File: src/rtl/rpc_axi_cmd_splitter.sv
// AXI AW/AR -> RPC DRAM word-command splitter.
// Round-robin picks one address channel, then the accepted INCR burst is cut
// into commands that never cross a DRAM page and never exceed one page of words.
module rpc_axi_cmd_splitter #(
  parameter int AXI_ADDR_WIDTH  = 32,
  parameter int AXI_ID_WIDTH    = 4,
  parameter int WORD_BYTES_LOG2 = 5,
  parameter int PAGE_WORDS_LOG2 = 6
) (
  input  logic                                      clk_i,
  input  logic                                      rst_i,
  input  logic                                      aw_valid_i,
  output logic                                      aw_ready_o,
  input  logic [AXI_ADDR_WIDTH-1:0]                 aw_addr_i,
  input  logic [7:0]                                aw_len_i,
  input  logic [2:0]                                aw_size_i,
  input  logic [1:0]                                aw_burst_i,
  input  logic [AXI_ID_WIDTH-1:0]                   aw_id_i,
  input  logic                                      ar_valid_i,
  output logic                                      ar_ready_o,
  input  logic [AXI_ADDR_WIDTH-1:0]                 ar_addr_i,
  input  logic [7:0]                                ar_len_i,
  input  logic [2:0]                                ar_size_i,
  input  logic [1:0]                                ar_burst_i,
  input  logic [AXI_ID_WIDTH-1:0]                   ar_id_i,
  output logic                                      cmd_valid_o,
  input  logic                                      cmd_ready_i,
  output logic                                      cmd_write_o,
  output logic [AXI_ID_WIDTH-1:0]                   cmd_id_o,
  output logic [AXI_ADDR_WIDTH-WORD_BYTES_LOG2-1:0] cmd_word_addr_o,
  output logic [PAGE_WORDS_LOG2-1:0]                cmd_len_o,
  output logic                                      cmd_last_o,
  output logic                                      cmd_err_o
);

  localparam int WA = AXI_ADDR_WIDTH - WORD_BYTES_LOG2;
  localparam int PW = PAGE_WORDS_LOG2;
  localparam logic [1:0] BURST_INCR = 2'b01;

  typedef enum logic {IDLE, SPLIT} state_e;

  state_e                  state_q;
  logic                    lastw_q;   // previous grant went to AW
  logic                    write_q;
  logic [AXI_ID_WIDTH-1:0] id_q;
  logic [WA-1:0]           addr_q;
  logic [8:0]              rem_q;     // words still to issue, including current command
  logic [PW-1:0]           len_q;
  logic                    last_q;
  logic                    err_q;

  logic                    grant_aw, grant_ar, accept;
  logic [WA-1:0]           sel_word;
  logic [7:0]              sel_len;
  logic [2:0]              sel_size;
  logic [1:0]              sel_burst;
  logic [AXI_ID_WIDTH-1:0] sel_id;
  logic [PW:0]             n_cur, n_d;
  logic [WA-1:0]           addr_d;
  logic [8:0]              rem_d;

  // Byte offset within a word is dropped on purpose.
  logic unused_byte_offs;
  assign unused_byte_offs = ^{aw_addr_i[WORD_BYTES_LOG2-1:0], ar_addr_i[WORD_BYTES_LOG2-1:0]};

  // Words that fit before the page boundary, capped by what is left of the burst.
  function automatic logic [PW:0] chunk(input logic [PW-1:0] off, input logic [8:0] rem);
    logic [PW:0] room;
    room = {1'b1, {PW{1'b0}}} - {1'b0, off};
    if (rem < 9'(room)) chunk = (PW+1)'(rem);
    else                chunk = room;
  endfunction

  // Round-robin arbiter; readies only in IDLE and never while reset is held.
  always_comb begin
    grant_aw = 1'b0;
    grant_ar = 1'b0;
    if (state_q == IDLE && !rst_i) begin
      if (aw_valid_i && (!ar_valid_i || !lastw_q)) grant_aw = 1'b1;
      else if (ar_valid_i)                         grant_ar = 1'b1;
    end
  end

  assign aw_ready_o = grant_aw;
  assign ar_ready_o = grant_ar;
  assign accept     = grant_aw | grant_ar;

  // Fields of the granted channel.
  always_comb begin
    sel_word  = grant_aw ? aw_addr_i[AXI_ADDR_WIDTH-1:WORD_BYTES_LOG2]
                         : ar_addr_i[AXI_ADDR_WIDTH-1:WORD_BYTES_LOG2];
    sel_len   = grant_aw ? aw_len_i   : ar_len_i;
    sel_size  = grant_aw ? aw_size_i  : ar_size_i;
    sel_burst = grant_aw ? aw_burst_i : ar_burst_i;
    sel_id    = grant_aw ? aw_id_i    : ar_id_i;
  end

  // Next command position: fresh burst in IDLE, or advance past current command.
  always_comb begin
    n_cur = {1'b0, len_q} + 1'b1;
    if (state_q == IDLE) begin
      addr_d = sel_word;
      rem_d  = {1'b0, sel_len} + 9'd1;
    end else begin
      addr_d = addr_q + WA'(n_cur);
      rem_d  = rem_q - 9'(n_cur);
    end
    n_d = chunk(addr_d[PW-1:0], rem_d);
  end

  // Two-state splitter FSM with registered command fields.
  always_ff @(posedge clk_i or posedge rst_i) begin
    if (rst_i) begin
      state_q <= IDLE;
      lastw_q <= 1'b0;
      write_q <= 1'b0;
      id_q    <= '0;
      addr_q  <= '0;
      rem_q   <= '0;
      len_q   <= '0;
      last_q  <= 1'b0;
      err_q   <= 1'b0;
    end else begin
      case (state_q)
        IDLE: if (accept) begin
          state_q <= SPLIT;
          lastw_q <= grant_aw;
          write_q <= grant_aw;
          id_q    <= sel_id;
          err_q   <= (sel_burst != BURST_INCR) || (sel_size != 3'(WORD_BYTES_LOG2));
          addr_q  <= addr_d;
          rem_q   <= rem_d;
          len_q   <= PW'(n_d - 1'b1);
          last_q  <= (rem_d == 9'(n_d));
        end
        SPLIT: if (cmd_ready_i) begin
          if (last_q) begin
            state_q <= IDLE;
          end else begin
            addr_q <= addr_d;
            rem_q  <= rem_d;
            len_q  <= PW'(n_d - 1'b1);
            last_q <= (rem_d == 9'(n_d));
          end
        end
        default: state_q <= IDLE;
      endcase
    end
  end

  assign cmd_valid_o     = (state_q == SPLIT);
  assign cmd_write_o     = write_q;
  assign cmd_id_o        = id_q;
  assign cmd_word_addr_o = addr_q;
  assign cmd_len_o       = len_q;
  assign cmd_last_o      = last_q;
  assign cmd_err_o       = err_q;

endmodule
File: config.mk
export PLATFORM = sky130hd
export DESIGN_NAME = rpc_axi_cmd_splitter
export DESIGN_NICKNAME = d
export VERILOG_FILES = /design/src/rtl/rpc_axi_cmd_splitter.sv
export SDC_FILE = /design/constraint.sdc
export NUM_CORES = 1
export LEC_CHECK = 0
export ABC_AREA = 1
export CORE_AREA = 2 2 106 108
export DETAILED_ROUTE_END_ITERATION = 8
export DIE_AREA = 0 0 108 110
export PLACE_DENSITY = 0.83
export SLEW_MARGIN = 20
export SYNTH_ARGS = -nofsm -noshare
export SYNTH_HDL_FRONTEND = slang
export SYNTH_SLANG_ARGS = --single-unit
File: constraint.sdc
create_clock -name clk_i -period 4.29 [get_ports clk_i]
set_clock_uncertainty 0.1 [all_clocks]
set_input_delay 0.429 -clock clk_i [delete_from_list [all_inputs] [get_ports clk_i]]
set_output_delay 0.429 -clock clk_i [all_outputs]
set_load 0.005 [all_outputs]
==> flow_summary.html <==
<table>
<tr><th>Metric</th><th>Value</th></tr>
<tr><th colspan="2">Logic synthesis</th></tr>
<tr><td>Synthesis warning total</td><td>0</td></tr>
<tr><td>Number of storage elements in the synthesis netlist</td><td>50</td></tr>
<tr><td>Synth Net Count</td><td>a little under 800</td></tr>
<tr><td>Library cells used by synthesis</td><td>46</td></tr>
<tr><td>Count of flip-flops with a built-in enable after synthesis</td><td>0</td></tr>
<tr><td>Flip-flop cell with the highest count after synthesis</td><td>sky130_fd_sc_hd__dfrtp_1</td></tr>
<tr><td>Fraction of registers with async set or reset after synthesis</td><td>100%</td></tr>
<tr><td>Most area-consuming cells after synthesis</td><td>sky130_fd_sc_hd__dfrtp_1 (28%), sky130_fd_sc_hd__nand2_1 (15%), sky130_fd_sc_hd__ha_1 (7.0%), sky130_fd_sc_hd__inv_1 (6.0%), sky130_fd_sc_hd__o21ai_0 (4.5%)</td></tr>
<tr><td>Area share of the largest cell type after synthesis</td><td>between 20% and 30%</td></tr>
<tr><td>Number of cells produced by synthesis</td><td>641</td></tr>
<tr><td>Sequential-to-total area share from yosys stat</td><td>between 20% and 30%</td></tr>
<tr><td>Syn Std Cell Area</td><td>about 4500 um^2</td></tr>
<tr><td>Most area-hungry cell type in the Yosys netlist</td><td>sky130_fd_sc_hd__dfrtp_1</td></tr>
<tr><td>Average size of a mapped cell</td><td>~7 um^2</td></tr>
<tr><th colspan="2">Cells and area</th></tr>
<tr><td>Post-layout instance count excluding filler cells</td><td>between 900 and 1000</td></tr>
<tr><td>Area growth from synthesis to layout</td><td>51.5%</td></tr>
<tr><td>Leading cell type in the layout, fill and taps excluded</td><td>sky130_fd_sc_hd__nand2_1</td></tr>
<tr><td>Share of post-route cells with drive strength above 1</td><td>approximately a fifth</td></tr>
<tr><td>Number of antenna diodes</td><td>0</td></tr>
<tr><td>Leading cell types in the layout, fill and taps excluded</td><td>sky130_fd_sc_hd__nand2_1 (168), sky130_fd_sc_hd__clkdlybuf4s50_1 (135), sky130_fd_sc_hd__inv_1 (64)</td></tr>
<tr><td>Final net count</td><td>between 900 and 1000</td></tr>
<tr><th colspan="2">Critical path</th></tr>
<tr><td>Required arrival time at the worst endpoint</td><td>4420 ps</td></tr>
<tr><td>Number of cells traversed by the worst register-to-register path</td><td>24</td></tr>
<tr><td>Element type at the critical path start</td><td>flip-flop</td></tr>
<tr><td>Element type at the critical path end</td><td>flip-flop</td></tr>
<tr><td>Capture instance of the worst register-to-register path</td><td>cmd_len_o[2]</td></tr>
<tr><td>Register-to-Register Setup Slack</td><td>roughly 150 ps</td></tr>
<tr><td>Signal arrival time at the worst endpoint</td><td>roughly 4300 ps</td></tr>
<tr><td>Highest net fanout along the worst path</td><td>5</td></tr>
<tr><td>Worst setup path class</td><td>reg2reg</td></tr>
<tr><td>Launching point of the worst reg2reg path</td><td>cmd_len_o[1]</td></tr>
<tr><th colspan="2">Min path</th></tr>
<tr><td>HP Class</td><td>reg2reg</td></tr>
<tr><td>Hold Crit Start</td><td>cmd_id_o[2]</td></tr>
<tr><td>Hold endpoint</td><td>cmd_id_o[2]</td></tr>
<tr><td>Number of instances on the worst hold path</td><td>2</td></tr>
<tr><th colspan="2">Global route</th></tr>
<tr><td>Largest net degree at the start of global routing</td><td>63</td></tr>
<tr><td>Overall global routing resource usage</td><td>a little under a quarter</td></tr>
<tr><td>Antenna violations before repair</td><td>0</td></tr>
<tr><td>Number of global-route vias before repair</td><td>between 4000 and 5000</td></tr>
<tr><td>First-pass GRT wire length</td><td>between 20 and 25 mm</td></tr>
<tr><td>Total grt overflow</td><td>0</td></tr>
<tr><th colspan="2">STA</th></tr>
<tr><td>Slew @ Worst Pin</td><td>approximately 1000 ps</td></tr>
<tr><td>Post-layout min period</td><td>just over 4000 ps</td></tr>
<tr><td>Setup repair after global routing missed its margin</td><td>yes</td></tr>
<tr><td>Post-Route Hold Slack</td><td>around 390 ps</td></tr>
<tr><td>FMAX</td><td>roughly 0.24 GHz</td></tr>
<tr><td>Sum of negative setup slack</td><td>0 ps</td></tr>
<tr><td>Number of pins with negative max-slew slack in the final report</td><td>0</td></tr>
<tr><td>Portion of the clock cycle consumed by the worst path in the final layout</td><td>96.6%</td></tr>
<tr><td>Min setup slack post-route</td><td>147 ps</td></tr>
<tr><td>Slew headroom</td><td>about a third</td></tr>
<tr><td>Final-report hold violation count</td><td>0</td></tr>
<tr><td>Number of failing setup endpoints in the final timing report</td><td>0</td></tr>
<tr><th colspan="2">CTS</th></tr>
<tr><td>Maximum clock path buffer count</td><td>2</td></tr>
<tr><td>Number of clock buffers inserted by TritonCTS</td><td>5</td></tr>
<tr><td>H-tree depth reported by CTS</td><td>2</td></tr>
<tr><td>CTS clock-pin slew for the worst setup and hold paths</td><td>around 100 ps</td></tr>
<tr><td>Number of sinks on the clock net</td><td>50</td></tr>
<tr><td>Hold buffer count at CTS</td><td>0</td></tr>
<tr><td>Cell chosen for the clock root</td><td>sky130_fd_sc_hd__clkbuf_8</td></tr>
<tr><td>CTS tree</td><td>done</td></tr>
<tr><td>Worst skew pair latency</td><td>310 ps</td></tr>
<tr><th colspan="2">Floorplanning</th></tr>
<tr><td>Die Y</td><td>110 um</td></tr>
<tr><td>Die outline width</td><td>108 um</td></tr>
<tr><td>Core outline area</td><td>10700 um^2</td></tr>
<tr><td>Num ports</td><td>about 150</td></tr>
<tr><td>Overall die area</td><td>11900 um^2</td></tr>
<tr><td>Initial standard-cell utilization of the core</td><td>around two fifths</td></tr>
<tr><td># rows</td><td>38</td></tr>
<tr><th colspan="2">Routing</th></tr>
<tr><td>Initial DRC count</td><td>between 300 and 400</td></tr>
<tr><td>Final Routed Wirelength</td><td>~14 mm</td></tr>
<tr><td>Routed vias</td><td>about 5000</td></tr>
<tr><td>Per-cell via count in the routed design</td><td>5.21</td></tr>
<tr><td>Antenna Violating Nets Remaining</td><td>0</td></tr>
<tr><td>Post-detailed-route wirelength per cell</td><td>~15 um</td></tr>
<tr><td>Number of iterations in the first detailed-routing pass</td><td>7</td></tr>
<tr><td>Post-detailed-route DRC marker count</td><td>0</td></tr>
<tr><th colspan="2">Placement</th></tr>
<tr><td>RD Place Congestion</td><td>~0.96</td></tr>
<tr><td>Placed insts</td><td>between 900 and 1000</td></tr>
<tr><td>Placed wire-length estimate</td><td>10.8 mm</td></tr>
<tr><td>Setup WS pre-CTS</td><td>-122 ps</td></tr>
<tr><td>Number of buffers added on ports</td><td>between 100 and 150</td></tr>
<tr><th colspan="2">Status</th></tr>
<tr><td>Run status</td><td>finished clean</td></tr>
<tr><th colspan="2">Job</th></tr>
<tr><td>Total of max-cap violations</td><td>0</td></tr>
</table>
==> cell families after synthesis <==
family,count (synthesis),share of synthesized area (%)
AO/OA/AOI/OAI,135,19.4
flip-flops,50,27.9
adder cells (fa/ha/maj),27,7.88
XOR/XNOR,21,4.27
buffers and inverters,96,8.61
AND/OR/NAND/NOR,312,31.9
==> what timing repair did <==
item / 4_1_cts / 5_1_grt
pin swaps: 0 / 22
endpoints found under the setup margin: 4 / 7
buffers inserted: 0 / 9
resized for setup: 3 / 49
==> worst max-delay path, cell delays in order (launching register included) <==
cell,delay (ps)
sky130_fd_sc_hd__dfrtp_2,460
sky130_fd_sc_hd__ha_4,180
sky130_fd_sc_hd__xor2_1,140
sky130_fd_sc_hd__buf_4,170
sky130_fd_sc_hd__ha_4,240
sky130_fd_sc_hd__nand2_1,70
sky130_fd_sc_hd__nand3_2,110
sky130_fd_sc_hd__nand2_2,90
sky130_fd_sc_hd__nand2_1,70
sky130_fd_sc_hd__o21ai_2,250
sky130_fd_sc_hd__buf_6,160
sky130_fd_sc_hd__xor2_2,150
sky130_fd_sc_hd__ha_1,260
sky130_fd_sc_hd__nand2_2,100
sky130_fd_sc_hd__nor2_2,40
sky130_fd_sc_hd__a211oi_2,180
sky130_fd_sc_hd__nand2_1,110
sky130_fd_sc_hd__a21oi_4,200
sky130_fd_sc_hd__nand4_4,160
sky130_fd_sc_hd__buf_6,170
sky130_fd_sc_hd__nand2_4,60
sky130_fd_sc_hd__nand2_4,70
sky130_fd_sc_hd__ha_4,170
sky130_fd_sc_hd__or2_1,200
sky130_fd_sc_hd__a31oi_1,150
==> stage by stage <==
step / util [%] / cell area (um^2)
floorplan: - / 4520
global placement: 59.5 / 6370
detailed placement: 59.5 / 6370
CTS: 60.7 / 6500
global route: 63.4 / 6780
finish: 63.4 / 6780
==> metal layers <==
metal  wire (um)  up-vias  track usage (%)
li1            -     2540                -
met1        6390     2316             33.6
met2        6700      169             37.6
met3         965       19             3.94
met4         235        0             5.68
met5           0        -                0
==> worst max path at each step <==
stage / slack, ps / cells past startpoint / end / start
detailed placement: -120 / 27 / cmd_len_o[5] / rst_i
global placement: 30 / 27 / cmd_len_o[5] / rst_i
CTS: 30 / 25 / cmd_len_o[4] / cmd_len_o[0]
global route: -110 / 24 / cmd_len_o[2] / cmd_len_o[0]
finish: 150 / 24 / cmd_len_o[2] / cmd_len_o[1]
floorplan: -90 / 26 / cmd_len_o[4] / rst_i
==> Yosys cell counts, types with 2 or more instances <==
| master | number |
|---|---|
| sky130_fd_sc_hd__a21oi_1 | 33 |
| sky130_fd_sc_hd__a21oi_4 | 2 |
| sky130_fd_sc_hd__a221oi_1 | 20 |
| sky130_fd_sc_hd__a22oi_1 | 18 |
| sky130_fd_sc_hd__a31oi_1 | 4 |
| sky130_fd_sc_hd__buf_2 | 5 |
| sky130_fd_sc_hd__buf_6 | 2 |
| sky130_fd_sc_hd__clkbuf_1 | 12 |
| sky130_fd_sc_hd__dfrtp_1 | 50 |
| sky130_fd_sc_hd__fa_1 | 2 |
| sky130_fd_sc_hd__ha_1 | 25 |
| sky130_fd_sc_hd__inv_1 | 71 |
| sky130_fd_sc_hd__inv_2 | 4 |
| sky130_fd_sc_hd__nand2_1 | 178 |
| sky130_fd_sc_hd__nand2_2 | 20 |
| sky130_fd_sc_hd__nand3_1 | 36 |
| sky130_fd_sc_hd__nand3_2 | 3 |
| sky130_fd_sc_hd__nand3b_1 | 3 |
| sky130_fd_sc_hd__nand4_1 | 21 |
| sky130_fd_sc_hd__nor2_1 | 35 |
| sky130_fd_sc_hd__nor2_2 | 4 |
| sky130_fd_sc_hd__nor2_4 | 3 |
| sky130_fd_sc_hd__nor3_1 | 2 |
| sky130_fd_sc_hd__nor4_1 | 2 |
| sky130_fd_sc_hd__o21ai_0 | 40 |
| sky130_fd_sc_hd__o21ai_1 | 7 |
| sky130_fd_sc_hd__o21bai_1 | 2 |
| sky130_fd_sc_hd__xnor2_1 | 4 |
| sky130_fd_sc_hd__xor2_1 | 16 |
==> area by class of cell <==
type                       count  area, um^2
clock buffer                   5        68.8
clock inverter                 3        40.0
fill                         899        3910
inverter                      75         285
multi-input combinational    495        3100
sequential                    50        1250
tap                          140         175
timing repair buffer         200        1860
==> sequential cells by signal, indices dropped and copies added, names as in the netlist <==
signal           flops
rem_q                9
cmd_id_o             4
cmd_write_o          1
cmd_err_o            1
cmd_valid_o          1
cmd_len_o            6
cmd_word_addr_o     27
cmd_last_o           1
Power is not shown: default switching activity piles up to over one toggle a cycle in this logic, so the estimate is an artifact.
